==> src/rtl/bus_arb_pkg.sv <==
// Shared types and constants for the two-master round-robin bus arbiter.
package bus_arb_pkg;

    typedef enum logic [1:0] {
        IDLE,
        GRANT0,
        GRANT1
    } arb_state_t;

    localparam int MASTER_COUNT = 2;
    localparam int WDT_WIDTH    = 16;

    function automatic logic [MASTER_COUNT-1:0] grantOf(arb_state_t state);
        logic [MASTER_COUNT-1:0] oneHot;
        oneHot = '0;
        if (state == GRANT0) oneHot = 2'b01;
        if (state == GRANT1) oneHot = 2'b10;
        return oneHot;
    endfunction

endpackage

==> src/rtl/bus_arb_if.sv <==
// Bus handshake bundle: a master drives the request fields, a slave answers with rdata/ready/irq.
interface bus_arb_if;

    logic        valid;
    logic [31:0] address;
    logic [31:0] wdata;
    logic [3:0]  wstrobe;
    logic [31:0] rdata;
    logic        ready;
    logic        irq;

    modport m (
        output valid, address, wdata, wstrobe,
        input  rdata, ready, irq
    );

    modport s (
        input  valid, address, wdata, wstrobe,
        output rdata, ready, irq
    );

endinterface

==> src/rtl/bus_arb_watchdog.sv <==
// Grant watchdog: counts stalled grant cycles and flags the cycle in which the limit is reached.
module bus_arb_watchdog
    import bus_arb_pkg::*;
#(
    parameter int LIMIT = 255
) (
    input  logic clk,
    input  logic reset,
    input  logic clear,
    input  logic run,
    output logic expired
);

    logic [WDT_WIDTH-1:0] count_q;
    logic [WDT_WIDTH-1:0] count_d;

    always_comb begin
        count_d = count_q;
        if (clear) begin
            count_d = '0;
        end else if (run) begin
            count_d = count_q + 1'b1;
        end
    end

    always_ff @(posedge clk or negedge reset) begin
        if (!reset) begin
            count_q <= '0;
        end else begin
            count_q <= count_d;
        end
    end

    // The count includes the current grant cycle, so LIMIT stalled cycles end on the LIMIT-th one.
    assign expired = !clear && (count_q == WDT_WIDTH'(LIMIT - 1));

endmodule

==> src/rtl/bus_arbiter.sv <==
// Two-master round-robin, non-preemptive arbiter sharing one slave.
// Optional grant watchdog is enabled by defining BUS_ARB_TIMEOUT_EN.
module bus_arbiter
    import bus_arb_pkg::*;
#(
    parameter int TIMEOUT_CYCLES = 255
) (
    input  logic                    clk,
    input  logic                    reset,
    bus_arb_if.s                    m0,
    bus_arb_if.s                    m1,
    bus_arb_if.m                    sub,
    output logic [MASTER_COUNT-1:0] grant,
    output logic                    timeout
);

    if (TIMEOUT_CYCLES < 1) begin : gBadTimeout
        $error("bus_arbiter: TIMEOUT_CYCLES must be at least 1");
    end

    arb_state_t state_q;
    arb_state_t state_d;
    logic       lastGrant_q;
    logic       lastGrant_d;
    logic       wdtHit;
    logic       wdtAbort;

`ifdef BUS_ARB_TIMEOUT_EN
    bus_arb_watchdog #(
        .LIMIT(TIMEOUT_CYCLES)
    ) uWatchdog (
        .clk    (clk),
        .reset  (reset),
        .clear  (state_q == IDLE),
        .run    ((state_q != IDLE) && !sub.ready),
        .expired(wdtHit)
    );
`else
    assign wdtHit = 1'b0;
`endif

    // A slave response in the expiry cycle takes priority over the abort.
    assign wdtAbort = wdtHit && !sub.ready;

    always_comb begin
        state_d     = state_q;
        lastGrant_d = lastGrant_q;
        unique case (state_q)
            IDLE: begin
                if (m0.valid && (!m1.valid || lastGrant_q)) begin
                    state_d = GRANT0;
                end else if (m1.valid) begin
                    state_d = GRANT1;
                end
            end
            GRANT0: begin
                if (!m0.valid || sub.ready || wdtAbort) begin
                    state_d     = IDLE;
                    lastGrant_d = 1'b0;
                end
            end
            GRANT1: begin
                if (!m1.valid || sub.ready || wdtAbort) begin
                    state_d     = IDLE;
                    lastGrant_d = 1'b1;
                end
            end
            default: state_d = IDLE;
        endcase
    end

    always_ff @(posedge clk or negedge reset) begin
        if (!reset) begin
            state_q     <= IDLE;
            lastGrant_q <= 1'b1;
        end else begin
            state_q     <= state_d;
            lastGrant_q <= lastGrant_d;
        end
    end

    // Only the owner sees the slave; a dropped valid gets no response forwarded.
    always_comb begin
        sub.valid   = 1'b0;
        sub.address = '0;
        sub.wdata   = '0;
        sub.wstrobe = '0;
        m0.ready    = 1'b0;
        m0.rdata    = '0;
        m1.ready    = 1'b0;
        m1.rdata    = '0;
        unique case (state_q)
            GRANT0: begin
                sub.valid   = m0.valid && !wdtHit;
                sub.address = m0.address;
                sub.wdata   = m0.wdata;
                sub.wstrobe = m0.wstrobe;
                m0.ready    = m0.valid && (sub.ready || wdtAbort);
                m0.rdata    = (m0.valid && !wdtAbort) ? sub.rdata : '0;
            end
            GRANT1: begin
                sub.valid   = m1.valid && !wdtHit;
                sub.address = m1.address;
                sub.wdata   = m1.wdata;
                sub.wstrobe = m1.wstrobe;
                m1.ready    = m1.valid && (sub.ready || wdtAbort);
                m1.rdata    = (m1.valid && !wdtAbort) ? sub.rdata : '0;
            end
            default: ;
        endcase
    end

    assign m0.irq  = sub.irq;
    assign m1.irq  = 1'b0;
    assign grant   = grantOf(state_q);
    assign timeout = wdtAbort;

endmodule

==> src/flat_wrapper.sv <==
// flat-port wrapper written by rule: the top's interface ports become plain ports
module bus_arbiter_flat import bus_arb_pkg::*;
#(
    parameter int TIMEOUT_CYCLES = 255
)
  (clk, reset, grant, timeout, m0_valid, m0_address, m0_wdata, m0_wstrobe, m0_rdata, m0_ready, m0_irq, m1_valid, m1_address, m1_wdata, m1_wstrobe, m1_rdata, m1_ready, m1_irq, sub_valid, sub_address, sub_wdata, sub_wstrobe, sub_rdata, sub_ready, sub_irq);
  bus_arb_if m0_i ();
  bus_arb_if m1_i ();
  bus_arb_if sub_i ();
  input  logic clk;
  input  logic reset;
  output logic [MASTER_COUNT-1:0] grant;
  output logic timeout;
  input wire logic [$bits(m0_i.valid)-1:0] m0_valid;
  input wire logic [$bits(m0_i.address)-1:0] m0_address;
  input wire logic [$bits(m0_i.wdata)-1:0] m0_wdata;
  input wire logic [$bits(m0_i.wstrobe)-1:0] m0_wstrobe;
  output wire logic [$bits(m0_i.rdata)-1:0] m0_rdata;
  output wire logic [$bits(m0_i.ready)-1:0] m0_ready;
  output wire logic [$bits(m0_i.irq)-1:0] m0_irq;
  input wire logic [$bits(m1_i.valid)-1:0] m1_valid;
  input wire logic [$bits(m1_i.address)-1:0] m1_address;
  input wire logic [$bits(m1_i.wdata)-1:0] m1_wdata;
  input wire logic [$bits(m1_i.wstrobe)-1:0] m1_wstrobe;
  output wire logic [$bits(m1_i.rdata)-1:0] m1_rdata;
  output wire logic [$bits(m1_i.ready)-1:0] m1_ready;
  output wire logic [$bits(m1_i.irq)-1:0] m1_irq;
  output wire logic [$bits(sub_i.valid)-1:0] sub_valid;
  output wire logic [$bits(sub_i.address)-1:0] sub_address;
  output wire logic [$bits(sub_i.wdata)-1:0] sub_wdata;
  output wire logic [$bits(sub_i.wstrobe)-1:0] sub_wstrobe;
  input wire logic [$bits(sub_i.rdata)-1:0] sub_rdata;
  input wire logic [$bits(sub_i.ready)-1:0] sub_ready;
  input wire logic [$bits(sub_i.irq)-1:0] sub_irq;
  assign m0_i.valid = m0_valid;
  assign m0_i.address = m0_address;
  assign m0_i.wdata = m0_wdata;
  assign m0_i.wstrobe = m0_wstrobe;
  assign m0_rdata = m0_i.rdata;
  assign m0_ready = m0_i.ready;
  assign m0_irq = m0_i.irq;
  assign m1_i.valid = m1_valid;
  assign m1_i.address = m1_address;
  assign m1_i.wdata = m1_wdata;
  assign m1_i.wstrobe = m1_wstrobe;
  assign m1_rdata = m1_i.rdata;
  assign m1_ready = m1_i.ready;
  assign m1_irq = m1_i.irq;
  assign sub_valid = sub_i.valid;
  assign sub_address = sub_i.address;
  assign sub_wdata = sub_i.wdata;
  assign sub_wstrobe = sub_i.wstrobe;
  assign sub_i.rdata = sub_rdata;
  assign sub_i.ready = sub_ready;
  assign sub_i.irq = sub_irq;
  bus_arbiter #(.TIMEOUT_CYCLES(TIMEOUT_CYCLES)) u_core (.clk(clk), .reset(reset), .m0(m0_i), .m1(m1_i), .sub(sub_i), .grant(grant), .timeout(timeout));
endmodule
==> config.mk <==
export PLATFORM = sky130hd
export DESIGN_NAME = bus_arbiter_flat
export DESIGN_NICKNAME = d
export VERILOG_FILES = /design/src/rtl/bus_arb_pkg.sv /design/src/rtl/bus_arb_if.sv /design/src/rtl/bus_arb_watchdog.sv /design/src/rtl/bus_arbiter.sv /design/src/flat_wrapper.sv
export SDC_FILE = /design/constraint.sdc
export NUM_CORES = 1
export LEC_CHECK = 0
export BUFFER_PORTS_ARGS = -buffer_cell sky130_fd_sc_hd__buf_2
export CAP_MARGIN = 25
export CORE_AREA = 2 2 121 123
export CTS_CLUSTER_DIAMETER = 100
export DETAILED_ROUTE_END_ITERATION = 12
export DIE_AREA = 0 0 123 125
export SYNTH_ARGS = -nofsm -noshare
export SYNTH_HDL_FRONTEND = slang
export SYNTH_SLANG_ARGS = --single-unit
==> constraint.sdc <==
create_clock -name clk -period 3.7 [get_ports clk]
set_input_delay 0.74 -clock clk [delete_from_list [all_inputs] [get_ports clk]]
set_output_delay 0.74 -clock clk [all_outputs]
set_load 0.05 [all_outputs]
Word level (Yosys, flattened, before mapping)
Index checks and enable logic that the tools add are counted.
W data, S select, Z words.

storage, ports and cells
  register bits after elaboration = 3
  input port bits = 174
  logic and storage cells = 39
  output and inout port bits = 140

operators by class
  muxes and demuxes = 20
  eq/ne operators = 5
  reductions and logical operators = 12

operators with widths
  cell                  count
  $mux W32              4
  $pmux W32 S2          2
  $mux W2               5
  $pmux W4 S2           1
  $pmux W2 S3           1
  $reduce_and A3 Y1     2
  $mux W1               5
  $ne A2 B1 Y1 const B  2
  $pmux W1 S2           2
  $logic_and A1 B1 Y1   3
  $logic_or A1 B1 Y1    3
  $ne A3 B2 Y1 const B  1
  $eq A2 B1 Y1 const B  1
  $eq A2 B2 Y1 const B  1
  $logic_not A1 Y1      2
  $logic_not A2 Y1      1
  $reduce_bool A2 Y1    1

Logic depth before layout (Yosys ltp)
Gate-level depths: netlist of the first run.

  depth after elaboration = 5
  mapped depth = 7
  gate-level depth less buffers = 5

Least setup slack after synthesis of the first run
Ideal clock, no wire load.

  path type = register to output
  from = register u_core.state_q[0]
  to = output port sub_address[10]
  data arrival time = 1.881 ns
  cell stages (with the launch flop) = 7
  path slack = 1.079 ns
  data required time = 2.960 ns
  cell sequence = dfrtp_1 inv_1 ha_1 buf_4 buf_6 a22oi_1 nor2b_1

between the ends
  longest elaborated chain between the ends = 2
  elaborated cells between the ends (all ways) = 3
  those cells by class = 2 x eq/ne; 1 x mux

ends and longest elaborated chain
  item                                                 RTL line            text
  start: declaration                                   bus_arbiter.sv:21   arb_state_t state_q;
  start signal: assignment                             bus_arbiter.sv:77   state_q <= state_d;
  $eq A2 B2 Y1 / $eq A2 B1 Y1 (equally long branches)  bus_arbiter.sv:92   unique case (state_q)
  $pmux W32 S2 (*)                                     bus_arbiter.sv:92
  end: declaration                                     flat_wrapper.sv:29  output wire logic [$bits(sub_i.address)-1:0] sub_address;

Mark *: on every way between the ends. The rest lies on a longest branch, timed or not.

Worst setup path after layout of the first run
  from = register u_core.state_q[0]
  to = output port sub_wdata[26]

between the ends
  longest elaborated chain between the ends = 2
  elaborated cells between the ends (all ways) = 3
  those cells by class = 2 x eq/ne; 1 x mux

ends and longest elaborated chain
  item                                                 RTL line            text
  $eq A2 B2 Y1 / $eq A2 B1 Y1 (equally long branches)  bus_arbiter.sv:92
  $pmux W32 S2 (*)                                     bus_arbiter.sv:92
  end: declaration                                     flat_wrapper.sv:30  output wire logic [$bits(sub_i.wdata)-1:0] sub_wdata;

Marks and branches as above.

==> results of run 1 <==
==> flip-flops by register name, indices dropped and copies added, names as in the netlist <==
register / flops
u_core.lastGrant_q: 1
u_core.state_q: 2
==> synthesized netlist by cell type <==
master     count
nand3b_1       1
or2_1          1
inv_1          2
dfrtp_1        2
mux2_4         1
nor2b_1       69
a22oi_4        1
clkbuf_1      16
and3_1        66
o211ai_1       1
buf_6          6
buf_4          7
dfstp_2        1
a21oi_1        1
nand2b_1       2
buf_2         10
o21ai_2        1
clkbuf_2       2
ha_1           5
a22oi_1       69
o2111ai_1      2
o221ai_1       1
conb_1         1
nand2_1        1
==> worst register-to-register path: stages, from the launching register on <==
cell	delay, ns
dfrtp_1	0.42
inv_1	0.15
ha_1	0.16
buf_4	0.30
a22oi_4	0.11
or2_1	0.27
o221ai_1	0.20
==> layer usage <==
metal,up-vias,routed length (um),track usage (%)
li1,1545,-,-
met1,1448,3970,13.3
met2,177,5660,24.6
met3,6,1010,2.19
met4,0,59,1.67
met5,-,0,0
==> stage by stage <==
step                setup slack [ns]  power [mW]  cell area [um2]  utilization, %  std cells
floorplan                       1.08        2.41             1870               -        270
global placement                1.04        3.04             3490            24.6        728
detailed placement             0.978        3.05             3490            24.6        728
CTS                            0.742        3.22             3570            25.2        732
global route                   0.634        3.40             3570            25.2        732
finish                         0.787        3.19             3570            25.2        732
==> power by group <==
part	switching, mW	leakage (nW)	internal, mW
Sequential	0.0166	0.0361	0.0505
Clock	0.0278	0.0382	0.142
Combinational	2.09	2.14	0.860
Total	2.14	2.21	1.05
==> cell usage in the layout (no fill, tap or decap) <==
cell,netlist,final
buf_12,0,2
or2_1,1,1
nor2b_1,69,69
buf_2,10,309
nand3b_1,1,1
nand2_1,1,1
a22oi_4,1,1
a21oi_1,1,1
o221ai_1,1,1
inv_1,2,2
mux2_4,1,1
dfstp_2,1,1
a22oi_1,69,69
nand2b_1,2,2
conb_1,1,2
o2111ai_1,2,2
ha_2,0,2
buf_4,7,4
o211ai_1,1,1
clkbuf_1,16,1
o21ai_2,1,1
clkbuf_16,0,3
and3_1,66,66
dfrtp_1,2,2
ha_1,5,2
ha_4,0,1
==> area by class of cell <==
type,instances,area [um2],share of cell area [%]
repair buffers,315,1620,45.2
inverters,2,7.51,0.210
multi-input cells,224,1560,43.8
well taps,184,230,6.44
flip-flops and latches,3,76.3,2.14
clock buffers,4,78.8,2.21
==> path summary, 6_finish.rpt <==
check                                   start                 end  slack (ns)  depth (start not counted)
max in group asynchronous               reset  u_core.lastGrant_q        3.19                          1
max reg2reg                 u_core.state_q[1]   u_core.state_q[0]        1.98                          6
min in group clk           u_core.lastGrant_q  u_core.lastGrant_q        0.64                          1
max                         u_core.state_q[0]       sub_wdata[26]        0.79                          6
min reg2reg                u_core.lastGrant_q  u_core.lastGrant_q        0.64                          1
min                                     reset   u_core.state_q[0]        0.31                          1
==> logic make-up (layout without fill, tap and decap cells) <==
group / after synthesis / in the layout / share of synthesized area (%)
DFF: 3 / 3 / 4.09
and+or+nand+nor: 140 / 140 / 46.8
muxes: 1 / 1 / 0.804
adders and majority gates: 5 / 5 / 3.35
buffers and inverters: 43 / 321 / 13.3
AOI/OAI and AO/OA: 76 / 76 / 31.4
other: 1 / 2 / 0.201
==> out/qor.csv, run 1 <==
metric,value,unit
Slew HR,62.3,%
n_diodes,0,
CTS buffer count,3,
initial drt markers,198,
filler instances,1615,
CTS tree,built,
IO Count,314,
initial core utilization,13.1,%
largest net degree at the start of global routing,60,
element type at the critical path start,flip-flop,
Seq cells post-synth,3,
Yosys cell types,24,
# Max-Cap Violations,0,
"Arr. time, crit path",2.17,ns
CP endpoint kind,output port,
Cells after Synth,269,
critical-path cell list,inv_1 > ha_4 > buf_4 > a22oi_1 > nor2b_1 > buf_2,
RSZ-0062 raised after global routing,false,
CTS hold repair buffers,0,
mean cell area of the mapped netlist,6.94,um2
total congestion overflow,0,
Mapped Area,1870,um2
Synth top area share,27.7,%
Max clock buf depth,2,
die area,15400,um2
clock sinks,3,
Slew @ Worst Pin,0.566,ns
FP Rows,44,
Die Ht,125,um
hold slack,0.311,ns
share of cells above drive strength 1,59.3,%
Static Leak,2.21,nW
Final Cycle Share,78.7,%
Crit path largest cell delay,0.41,ns
Setup Skew,0.000709,ns
CP Max Fanout,34,
DRT antenna net count,0,
final WL,10700,um
PD cells,892,nW/um2
Skew-Pair Late Insertion Delay,0.22,ns
hold crit path type,input port to async pin,
"Area growth, synth to finish",91.4,%
CTS H-tree depth,1,
slowest cell on the critical path,dfrtp_1,
outcome,finished clean,
FMAX,0.343,GHz
Clock Pin Slew Worst Setup and Hold Paths,0.03,ns
initial antenna violation count,0,
drt wl/cell,14.6,um
postcts setup bufs,0,
Final Hold Fails,0,
post-synth top area cell,a22oi_1,
Final Max Tran Viols,0,
peak supply drop,0.292,mV
drt first pass iters,4,
DRC viols,0,
register area share after synthesis,4.09,%
clock root cell,clkbuf_16,
top cell family by delay on the critical path,buffers and inverters,
vias in the first global route,2882,
Die X,123,um
global-route wire length before repair,15000,um
vias,3176,
WP buf/inv,3,
synth warn,0,
fin nets,728,
total global-route track usage,12.3,%
core outline area,14200,um2
port bufs,309,
critical path type,flip-flop to output port,
routed vias/inst,4.34,
setup_tns,0,ns
GPL Wtd Cong,0.794,
# setup viols final,0,
detailed placement HPWL,8590,um
Final min period,2.91,ns
post_cts resized,0,
Area contributors post-synth,"a22oi_1, nor2b_1, and3_1",
Worst EP required,2.96,ns
Power figures use the tool's default switching activity.
==> run 2: changes to the inputs <==
--- a/config.mk
+++ b/config.mk
@@ -5,12 +5,13 @@
 export SDC_FILE = /design/constraint.sdc
 export NUM_CORES = 1
 export LEC_CHECK = 0
+export ABC_AREA = 1
 export BUFFER_PORTS_ARGS = -buffer_cell sky130_fd_sc_hd__buf_2
 export CAP_MARGIN = 25
-export CORE_AREA = 2 2 121 123
+export CORE_AREA = 2 2 124 126
 export CTS_CLUSTER_DIAMETER = 100
 export DETAILED_ROUTE_END_ITERATION = 12
-export DIE_AREA = 0 0 123 125
+export DIE_AREA = 0 0 126 128
 export SYNTH_ARGS = -nofsm -noshare
 export SYNTH_HDL_FRONTEND = slang
 export SYNTH_SLANG_ARGS = --single-unit
==> constraint.sdc (replaced) <==
create_clock -name clk -period 2.35 [get_ports clk]
set_input_delay 0.47 -clock clk [delete_from_list [all_inputs] [get_ports clk]]
set_output_delay 0.47 -clock clk [all_outputs]
set_load 0.05 [all_outputs]
==> run 2 against run 1 <==
Effect of this change:
- utilization fell by 0.46 points
- register-to-register slack worse by 1.1 ns
- synthesized cell count rose by 39%
- critical endpoint is now sub_address[31]
- largest cell class unchanged
==> out/qor.csv, run 2 <==
metric,value,unit
outcome,finished clean,
Final Non-Filler Cells,852,
"commonest non-fill, non-tap cell in the layout",buf_2,
Max clock buf depth,2,
critical path type,flip-flop to output port,
Die X,126,um
DRT antenna net count,0,
most frequent cells in the layout,"buf_2, nand2_1, a21oi_1, nor2_1, inv_1",
clock sinks,3,
Seq cells post-synth,3,
element type at the critical path start,flip-flop,
peak supply drop,0.603,mV
Final Cell Area,3670,um2
DRC viols,0,
initial drt markers,130,
largest net degree at the start of global routing,59,
Crit path largest cell delay,0.37,ns
fin nets,844,
port bufs,309,
Skew-Pair Late Insertion Delay,0.22,ns
Yosys cell types,17,
Top Registers,"u_core.state_q x2, u_core.lastGrant_q x1",
Setup Skew,0.000837,ns
initial core utilization,11.4,%
vias in the first global route,2762,
Post-synth top cells,"nand2_1, a21oi_1, nor2_1",
drt wl/cell,11.4,um
mean cell area of the mapped netlist,4.56,um2
routed vias/inst,3.84,
Synth Area in Compound Gates,20.3,%
CTS buffer count,3,
FP Rows,45,
Final Max Tran Viols,0,
Final Cycle Share,96.7,%
Die Ht,128,um
global-route wire length before repair,12700,um
n_diodes,0,
dpl cell area,3370,um2
Worst EP required,1.88,ns
CP Max Fanout,28,
"Arr. time, crit path",1.80,ns
clock root cell,clkbuf_16,
total global-route track usage,9.35,%
Clock Pin Slew Worst Setup and Hold Paths,0.03,ns
largest family of logic cells by synthesized area,simple AND/OR/NAND/NOR gates,
number of synthesized flops with an enable pin,0,
Synth Area in Simple Gates,50.3,%
CTS H-tree depth,1,
critical-path cell list,inv_1 > ha_4 > inv_4 > bufbuf_16 > a21oi_1 > buf_4,
Area contributors post-synth,"nand2_1, a21oi_1, nor2_1",
number of flip-flops in the largest register,2,
Post-synth top flop,dfrtp_1,
drt first pass iters,5,
core outline area,14900,um2
# setup viols final,0,
die area,16100,um2
synth warn,0,
detailed placement HPWL,6830,um
mux cell area share after synthesis,0,%
"FFs w/ async S/R, synth",100,%
Final min period,2.27,ns
Placed Cells,844,
# Max-Cap Violations,0,
hold crit path type,input port to async pin,
FMAX,0.440,GHz
register area share after synthesis,4.49,%
post-synth top area cell,nand2_1,
register with the most flip-flops,u_core.state_q,
initial antenna violation count,0,
final WL,9750,um
Static Leak,2.23,nW
cell with the most instances after synthesis,nand2_1,
Post-Synth Adder-Cell Area,3.68,%
post-synthesis xor/xnor area fraction,0,%
GPL Wtd Cong,0.763,
PD cells,1240,nW/um2
Final Hold Fails,0,
setup_tns,0,ns
slowest cell on the critical path,dfrtp_1,
total congestion overflow,0,
hold slack,0.0373,ns
share of cells above drive strength 1,50.0,%
"Area growth, synth to finish",116,%
vias,3271,
WP buf/inv,4,
top cell family by delay on the critical path,buffers and inverters,
Mapped Area,1700,um2
Total Power,4.54,mW
Cells after Synth,373,
CTS tree,built,
Synth top area share,32.9,%
IO Count,314,
CP endpoint kind,output port,
run 2: cell type report:
| class | instances | area [um2] |
|---|---|---|
| Clock buffer | 4 | 78.8 |
| Fill cell | 1705 | 11200 |
| Inverter | 39 | 149 |
| Multi-Input combinational cell | 299 | 1320 |
| Sequential cell | 3 | 77.6 |
| Tap cell | 188 | 235 |
| Timing Repair Buffer | 319 | 1810 |
run 2: logic make-up (layout without fill, tap and decap cells):
| family | count (synthesis) | in the layout |
|---|---|---|
| AO/OA/AOI/OAI | 69 | 69 |
| AND/OR/NAND/NOR | 223 | 223 |
| buffers and inverters | 72 | 362 |
| other | 1 | 2 |
| adder cells (fa/ha/maj) | 5 | 5 |
| flip-flops | 3 | 3 |
run 2: what timing repair did:
action,in CTS,in global routing
resized for setup,30,10
endpoints found under the setup margin,16,46
pin swaps,0,0
hold buffers,0,0
cloned,1,2
setup buffers,0,1
run 2: path summary, 6_finish.rpt:
kind | startpoint | endpoint | slack, ns | cells after the start
max | u_core.state_q[1] | sub_address[31] | 0.08 | 6
min reg2reg | u_core.lastGrant_q | u_core.lastGrant_q | 0.46 | 2
min | reset | u_core.state_q[1] | 0.04 | 1
max in group asynchronous | reset | u_core.lastGrant_q | 2.12 | 1
max reg2reg | u_core.state_q[1] | u_core.state_q[0] | 0.86 | 9
min in group clk | u_core.lastGrant_q | u_core.lastGrant_q | 0.46 | 2
run 2: where the power goes:
group	leakage, nW	switching, mW	internal, mW	total [mW]
clock	0.0382	0.0458	0.224	0.270
combinational	2.16	3.04	1.13	4.18
sequential	0.0351	0.0190	0.0772	0.0962
run 2: metrics by stage:
step | util, % | setup slack, ns
2_1_floorplan | - | -0.0969
6_report | 24.7 | 0.0769
5_1_grt | 24.7 | -0.00327
4_1_cts | 24.0 | 0.0125
3_5_place_dp | 22.7 | 0.193
3_3_place_gp | 22.7 | 0.203
run 2: per-layer routing:
layer	wire length [um]	GRT usage, %
met1	3900	11.4
met5	0	0
met4	31	1.42
met2	5130	17.9
met3	690	0.960
